==> src/rtl/irq_rr_arbiter_pkg.sv <==
// Shared constants, types and helpers for the 8-input interrupt arbiter.
// Index i always refers to request bit (NREQ-1-i): bit 7 is index 0.
package irq_rr_arbiter_pkg;

   localparam int NREQ = 8;
   localparam int IDXW = 3;

   localparam int PRIO_RR    = 0;
   localparam int PRIO_FIXED = 1;

   typedef logic [IDXW-1:0] idx_t;
   typedef logic [NREQ-1:0] vec_t;

   // Request-order vector with only the bit belonging to index i set.
   function automatic vec_t idx2vec(input idx_t i);
      vec_t v;
      v = '0;
      v[NREQ-1-int'(i)] = 1'b1;
      return v;
   endfunction

   // Request bits whose index has bit b set; used to build the encoder OR-trees.
   function automatic vec_t idx_bit_mask(input int b);
      vec_t m;
      m = '0;
      for (int p = 0; p < NREQ; p++) begin
         if ((((NREQ - 1 - p) >> b) & 1) == 1) begin
            m[p] = 1'b1;
         end
      end
      return m;
   endfunction

endpackage

==> src/rtl/irq_rr_arbiter_onehot_enc8.sv <==
// One-hot to index encoder in request bit order: bit 7 -> 3'b000, bit 0 -> 3'b111.
// An all-zero input encodes to 3'b000.
module onehot_enc8
   import irq_rr_arbiter_pkg::*;
(
   input  logic [NREQ-1:0] onehot_i,
   output logic [IDXW-1:0] idx_o
);

   genvar gi;
   generate
      for (gi = 0; gi < IDXW; gi++) begin : g_bit
         assign idx_o[gi] = |(onehot_i & idx_bit_mask(gi));
      end
   endgenerate

endmodule

==> src/rtl/irq_rr_arbiter.sv <==
// 8-input request arbiter with a pending register and a registered valid/ready grant.
// PRIO_MODE selects round-robin (rotating pointer) or fixed priority (bit 7 highest).
module irq_rr_arbiter
   import irq_rr_arbiter_pkg::*;
#(
   parameter int PRIO_MODE = PRIO_RR
) (
   input  logic            clk,
   input  logic            rst_n,
   input  logic [NREQ-1:0] req,
   output logic            grant_vld,
   input  logic            grant_rdy,
   output logic [NREQ-1:0] grant_onehot,
   output logic [IDXW-1:0] grant_idx,
   output logic            busy
);

   vec_t pending_q, pending_d;
   idx_t ptr_q, ptr_d;
   logic grant_vld_q, grant_vld_d;
   vec_t grant_onehot_q, grant_onehot_d;
   idx_t grant_idx_q, grant_idx_d;

   vec_t            cand;
   logic [NREQ-1:0] cand_by_idx;
   idx_t            search_base;
   idx_t            win_idx;
   logic            win_found;
   vec_t            win_vec;
   idx_t            win_enc;
   logic            out_free;
   logic            accept;
   logic            load;

   assign cand     = pending_q | req;
   assign out_free = !grant_vld_q || grant_rdy;
   assign accept   = grant_vld_q && grant_rdy;
   assign load     = out_free && (|cand);

   genvar gi;
   generate
      for (gi = 0; gi < NREQ; gi++) begin : g_rev
         assign cand_by_idx[gi] = cand[NREQ-1-gi];
      end

      // An accept at this edge advances the pointer, so the search already starts past it.
      if (PRIO_MODE == PRIO_FIXED) begin : g_fixed_base
         assign search_base = '0;
      end else begin : g_rr_base
         assign search_base = accept ? idx_t'(grant_idx_q + idx_t'(1)) : ptr_q;
      end
   endgenerate

   always_comb begin
      win_found = 1'b0;
      win_idx   = '0;
      for (int j = 0; j < NREQ; j++) begin
         if (!win_found && cand_by_idx[idx_t'(search_base + idx_t'(j))]) begin
            win_found = 1'b1;
            win_idx   = idx_t'(search_base + idx_t'(j));
         end
      end
      win_vec = win_found ? idx2vec(win_idx) : '0;
   end

   onehot_enc8 u_enc (
      .onehot_i (win_vec),
      .idx_o    (win_enc)
   );

   always_comb begin
      pending_d      = pending_q | req;
      ptr_d          = ptr_q;
      grant_vld_d    = grant_vld_q;
      grant_onehot_d = grant_onehot_q;
      grant_idx_d    = grant_idx_q;

      // A held grant swallows a repeat of its own request instead of re-pending it.
      if (grant_vld_q && !grant_rdy) begin
         pending_d = pending_q | (req & ~grant_onehot_q);
      end else if (load) begin
         pending_d      = cand & ~win_vec;
         grant_vld_d    = 1'b1;
         grant_onehot_d = win_vec;
         grant_idx_d    = win_enc;
      end else if (out_free) begin
         grant_vld_d    = 1'b0;
         grant_onehot_d = '0;
         grant_idx_d    = '0;
      end

      if (PRIO_MODE == PRIO_RR && accept) begin
         ptr_d = idx_t'(grant_idx_q + idx_t'(1));
      end
   end

   always_ff @(posedge clk or negedge rst_n) begin
      if (!rst_n) begin
         pending_q      <= '0;
         ptr_q          <= '0;
         grant_vld_q    <= 1'b0;
         grant_onehot_q <= '0;
         grant_idx_q    <= '0;
      end else begin
         pending_q      <= pending_d;
         ptr_q          <= ptr_d;
         grant_vld_q    <= grant_vld_d;
         grant_onehot_q <= grant_onehot_d;
         grant_idx_q    <= grant_idx_d;
      end
   end

   assign grant_vld    = grant_vld_q;
   assign grant_onehot = grant_onehot_q;
   assign grant_idx    = grant_idx_q;
   assign busy         = (|pending_q) || grant_vld_q;

endmodule
==> config.mk <==
export PLATFORM = sky130hd
export DESIGN_NAME = irq_rr_arbiter
export DESIGN_NICKNAME = d
export VERILOG_FILES = /design/src/rtl/irq_rr_arbiter_pkg.sv /design/src/rtl/irq_rr_arbiter_onehot_enc8.sv /design/src/rtl/irq_rr_arbiter.sv
export SDC_FILE = /design/constraint.sdc
export NUM_CORES = 1
export LEC_CHECK = 0
export ABC_CLOCK_PERIOD_IN_PS = 13950
export BUFFER_PORTS_ARGS = -buffer_cell sky130_fd_sc_hd__buf_2
export CAP_MARGIN = 20
export CORE_MARGIN = 10
export CORE_UTILIZATION = 35
export CTS_BUF_LIST = sky130_fd_sc_hd__clkbuf_8
export CTS_CLUSTER_SIZE = 24
export DETAILED_ROUTE_END_ITERATION = 12
export HOLD_SLACK_MARGIN = 0.03
export PLACE_DENSITY = 0.58
export SETUP_SLACK_MARGIN = 0.02
export SYNTH_ARGS = -nofsm -noshare
export SYNTH_HDL_FRONTEND = slang
export SYNTH_HIERARCHICAL = 1
export SYNTH_SLANG_ARGS = --single-unit
==> constraint.sdc <==
create_clock -name clk -period 13.95 [get_ports clk]
set_input_delay 3.4875 -clock clk [delete_from_list [all_inputs] [get_ports clk]]
set_output_delay 3.4875 -clock clk [all_outputs]
set_load 0.1 [all_outputs]
* Word level (Yosys, flattened, before mapping)
Index checks and enable logic that the tools add are counted.
Operators by class: add/subtract/negate cells 9, $mul 0, div/mod/pow operators 0, order comparisons 10, equality and inequality tests 0, shifts and indexed selects 0, multiplexer cells 44, bitwise operators 7, reductions and logical operators 29
Operators with widths (number):
- two-way mux 8 bit | 5
- two-way mux 3 bit | 11
- < comparator 3 x 4 -> 1 bit, second input constant | 8
- binary-select mux 1 bit (select 3 bit) | 8
- two-way mux 1 bit | 19
- bitwise AND 8 bit | 2
- inverter 8 bit | 2
- OR 8 bit | 2
- OR reduction 8 bit | 2
- adder 3 bit, second input constant | 4
- OR reduction 4 bit | 3
- logical AND 1 bit | 11
- zero test 1 bit | 9
- adder 3 x 1 -> 3 bit, second input constant | 2
- adder 3 x 2 -> 3 bit, second input constant | 2
- < comparator 4 x 5 -> 1 bit, second input constant | 1
- >= comparator 4 x 1 -> 1 bit, second input constant | 1
- subtractor 3 x 3 -> 4 bit, first input constant | 1
- demux 1 bit (select 3 bit) | 1
- logical OR 1 bit | 2
- AND reduction 2 bit | 1
- nonzero test 2 bit | 1
- inverter 1 bit | 1
Word-level totals: bits in registers 23, latch bits 0, bits in writable memories 0, ROM bits 0, input port bits 11, output and inout bits 13, logic and storage cells 104, memories kept 0

* Logic depth before layout (Yosys ltp)
depth in word-level cells 36, gate-level depth with buffers 22, gate-level depth less buffers 18

* By module
The synthesis kept the hierarchy.
Modules (own cells, without submodules):
- irq_rr_arbiter | instances 1, cells each 284, area an instance 2381.0 um2, sequential area each 575.6 um2
- onehot_enc8 | instances 1, cells each 3, area an instance 22.5 um2, sequential area each 0.0 um2

* Worst setup path after synthesis
Ideal clock, no wire load.
path type input-to-reg, start point input port grant_rdy, end point register grant_idx_q[1] (netlist: grant_idx[1]), library setup time 140 ps, arrival 7254 ps, data required time 13810 ps, path slack 6556 ps, cell stages on the path 20, buffers on the path 4, path through buf_6 -> and3b_4 -> nor2_4 -> buf_2 -> ha_1 -> buf_1 -> or3_1 -> o221a_2 -> nor2_1 -> nand4_1 -> and4_1 -> buf_2 -> nor4_2 -> o21ai_1 -> a21oi_4 -> a311o_2 -> nor2_1 -> or4_1 -> nand2_1 -> o21ai_0
On the way: longest elaborated chain between the ends 34, elaborated cells between the ends (all ways) 71, those cells by class 8 x add/sub; 2 x order compare; 37 x mux; 1 x bitwise; 23 x reduce/logical
Ends and longest elaborated chain:
- start, declared | line irq_rr_arbiter.sv:12 | input logic grant_rdy,
- logical AND 1 bit (*) | line irq_rr_arbiter.sv:37 | assign accept = grant_vld_q && grant_rdy;
- two-way mux 3 bit (*)
- parallel branches: the longest is 29 deep, another holds adder 3 x 1 -> 3 bit
- two-way mux 8 bit (*) | line irq_rr_arbiter.sv:63 | win_vec = win_found ? idx2vec(win_idx) : '0;
- named net win_vec[5] | line irq_rr_arbiter.sv:29 | vec_t win_vec;
- OR reduction 4 bit (*) | line irq_rr_arbiter_onehot_enc8.sv:13 | assign idx_o[gi] = |(onehot_i & idx_bit_mask(gi));
- named net win_enc[1] | line irq_rr_arbiter.sv:30 | idx_t win_enc;
- two-way mux 3 bit (*) | line irq_rr_arbiter.sv:81 | end else if (load) begin
- end signal, assigned | line irq_rr_arbiter.sv:109 | grant_idx_q <= grant_idx_d;
- end, declared | line irq_rr_arbiter.sv:22 | idx_t grant_idx_q, grant_idx_d;
Mark *: on every way through the listed nets, which the timed path passes. The select of a mux whose other input is x is not followed. A chain may end at the register's enable or synchronous reset.

* Final worst setup path
start point input port grant_rdy, end point register grant_idx_q[0] (netlist: grant_idx[0])
Same word-level chain as after synthesis.

==> metrics list <==
- Outcome: completed
- Worst R2R Start: grant_idx[0]$_DFFE_PN0P_
* Final period utilization: 58.3%
* Pin count of the biggest net entering global routing: 24
- Horizontal die dimension: 103 um
- Worst Hold Path EP: grant_onehot[6]$_DFFE_PN0P_
- Routability-driven placement finished with a final weighted congestion of roughly 0.95.
- STA classifies the critical path startpoint as an input port.
- Critical path required time: 14.09 ns
- Vias: 2,324
- Setup Viol. Count Final: 0
* Max Freq: 123 MHz
- Final critical path time including I/O delays and setup: 8.13 ns
- The count of final hold-check violations came to 0.
- Slew at the pin closest to its max-slew limit: 1.07 ns
* Overall routing resource usage: between 10% and 20%
- CTS tree: done
- In this run the tool buffered the top-level ports with 23 buffer cells.
* Worst ir drop on vdd: between 0.15 and 0.2 mV
- Synthesized area divided by synthesized cell count: between 8 and 9 um^2
* CTS root buf: clkbuf_8
* Reg2reg setup slack: 8.52 ns
- Counting every net in the synthesized netlist gives 300.
- Summing internal, switching and leakage power gives roughly 660 uW.
- Via count normalized by instance count: 6.10
- Once layout is complete, the cells apart from fillers number between 300 and 400.
- The analysis attributes to cell leakage a power of 0.982 nW.
- The worst setup path is of the input port to flip-flop kind.
- In the final design database the tool counted 316 nets.
- Sink count of the clock tree: 23
- The number of max-slew violations in the final report was 0.
- Total net switching power: 389 uW
- In this run, flip-flops and latches consume 16.8% of the power.
* Resized Gates After CTS: 0
- Setup repair after global routing left no endpoint under its margin.
* Cell count after placement: 377
- Cells fill about two fifths of the core in the end.
* Area added between synthesis and finish: 7.25%
- From bottom edge to top edge, the die measures 103 um.
- TritonCTS buffer count: 3
- Worst min-delay path class: flip-flop to flip-flop
* Wirelength per Cell: 19.0 um
- The initial utilization of the core area, before any placement, comes to 35.7%.
* Clock power share: 6.7%
- Total negative slack: 0 ns
* Global-route wire length before repair: 11,900 um
- Floorplan die area: 10,600 um^2
* Syn Inst Count: about 290
- Worst r2r path cells: 18
* Switching share of power: 59.2%
* R2r endpoint: grant_idx[0]$_DFFE_PN0P_
- Number of instances on the worst hold path: 2
- Syn Std Cell Area: between 2000 and 2500 um^2
- The worst setup path is captured at a flip-flop.
- I/O pin count: 24
* Cts-stage hold buffer count: 0
* Total congestion overflow: 0
- The clock passes through at most 2 buffers.
- The number of antenna violations at the first check in global routing came to 0.
- The via count of the first global-routing pass was 2,203.
- Count of antenna-violating nets left after detailed routing: 0
* Clock insertion delay at the later pin of the skew report: ~0.27 ns
- Measured against its own limit, the worst slew margin works out to 28.7%.
- Of the total power, combinational logic draws about three quarters.
- Clock input transition at the sequential cells of the worst setup and hold paths: 0.09 ns
- Wire length reported by the detailed router: 7250 um
- CTS built an H-tree with a depth of 1.
- Detailed-routing iteration count for the pre-antenna-repair pass: 4
- The tool flagged a number of max-cap violations equal to 0.
- Share of post-route cells with drive strength above 1: 26.2%
- Placement row count: 30
- Crit Path Max Fanout: 14
* Starting DRC count in detailed routing: 299
- In the routed design, unresolved DRC markers number 0.
* Warning count from the yosys run: 6
- Skew final: 0.00710 ns
- Power Internal: 268 uW
* Origin of the worst min-delay path: grant_onehot[6]$_DFFE_PN0P_
- Placed wire-length estimate: 5780 um
* # diodes: 0
- Total power divided by cell area: 255 nW/um^2
- Crit path arrival time: 8.26 ns
* Total setup buffers inserted after CTS: 0
- Core region area: 6720 um^2
[metal layers]
metal / GRT usage, % / vias up / share of wire, %
met3: 2.55 / 8 / 5.7
met1: 19.9 / 1130 / 47
met5: 0 / - / 0
met2: 21.6 / 73 / 45
li1: - / 1113 / -
met4: 3.74 / 0 / 1.6
[final cells by class]
type                       instances  area [um^2]
sequential                        23          576
fill                             700         4150
clock inverter                     1         7.51
clock buffer                       3         41.3
tap                               80          100
multi-input combinational        245         1710
inverter                           6         22.5
timing repair buffer              23          115
[power by group through the flow]
stage / clock (mW) / sequential [mW] / combinational [mW]
2_1_floorplan: 0 / 0.197 / 0.326
3_3_place_gp: 0 / 0.111 / 0.502
3_5_place_dp: 0 / 0.112 / 0.497
4_1_cts: 0.0451 / 0.110 / 0.499
5_1_grt: 0.0486 / 0.114 / 0.541
6_report: 0.0439 / 0.110 / 0.503
[sequential cells by signal, summed over array words and instances (netlist names)]
| register | cells |
|---|---|
| pending_q | 8 |
| grant_idx | 3 |
| grant_vld | 1 |
| grant_onehot | 8 |
| ptr_q | 3 |
[worst max-delay path by stage]
stage,start,to,slack [ns],cells past startpoint
4_1_cts,grant_rdy,grant_idx[0]$_DFFE_PN0P_,5.87,18
5_1_grt,grant_rdy,grant_idx[0]$_DFFE_PN0P_,5.43,18
6_report,grant_rdy,grant_idx[0]$_DFFE_PN0P_,5.82,18
2_1_floorplan,grant_rdy,grant_idx[1]$_DFFE_PN0P_,6.56,20
3_5_place_dp,grant_rdy,grant_idx[0]$_DFFE_PN0P_,5.58,18
3_3_place_gp,grant_rdy,grant_idx[0]$_DFFE_PN0P_,5.69,17
[cells in the final DEF (no fill, tap or decap), types with 2 or more instances in the layout]
cell / n
a21oi_2: 2
nor3_2: 2
mux4_2: 7
nor2b_1: 2
a211oi_1: 5
and2_1: 3
a21oi_1: 21
nor4_1: 3
o211ai_1: 3
nand3_1: 18
a21boi_1: 3
or4_1: 3
a21boi_2: 2
or2_2: 8
clkbuf_8: 3
dfrtp_1: 23
nand2_1: 32
nand4_1: 6
a21oi_4: 2
or3_1: 2
inv_2: 2
ha_1: 3
mux2_2: 4
nor3_1: 6
nor2_1: 26
mux2i_1: 3
nor3b_1: 2
inv_1: 4
a21o_1: 2
buf_2: 23
o21ai_0: 14
and3_1: 2
a31oi_1: 7
nand3b_1: 2
o21ai_1: 12
[stage by stage]
step | setup slack, ns | cell area, um^2 | hold WS (ns)
detailed placement | 5.58 | 2520 | 0.523
global placement | 5.69 | 2520 | 0.525
CTS | 5.87 | 2570 | 0.545
finish | 5.82 | 2570 | 0.538
floorplan | 6.56 | 2400 | 0.514
global route | 5.43 | 2570 | 0.566
[worst max-delay path, cell delays in order]
cell,delay (ns)
buf_2,0.20
a21bo_2,0.27
nand2_4,0.15
inv_2,0.24
ha_1,0.41
or3_1,0.36
o221a_2,0.15
o22ai_1,0.16
a21boi_2,0.32
nor3b_1,0.52
a32o_1,0.20
o21ai_1,0.07
a32oi_1,0.78
nand2b_4,0.30
nor2_1,0.05
or4_1,0.46
nand2_1,0.07
o21ai_0,0.07
Note: power is estimated with default switching activity, not from simulation.
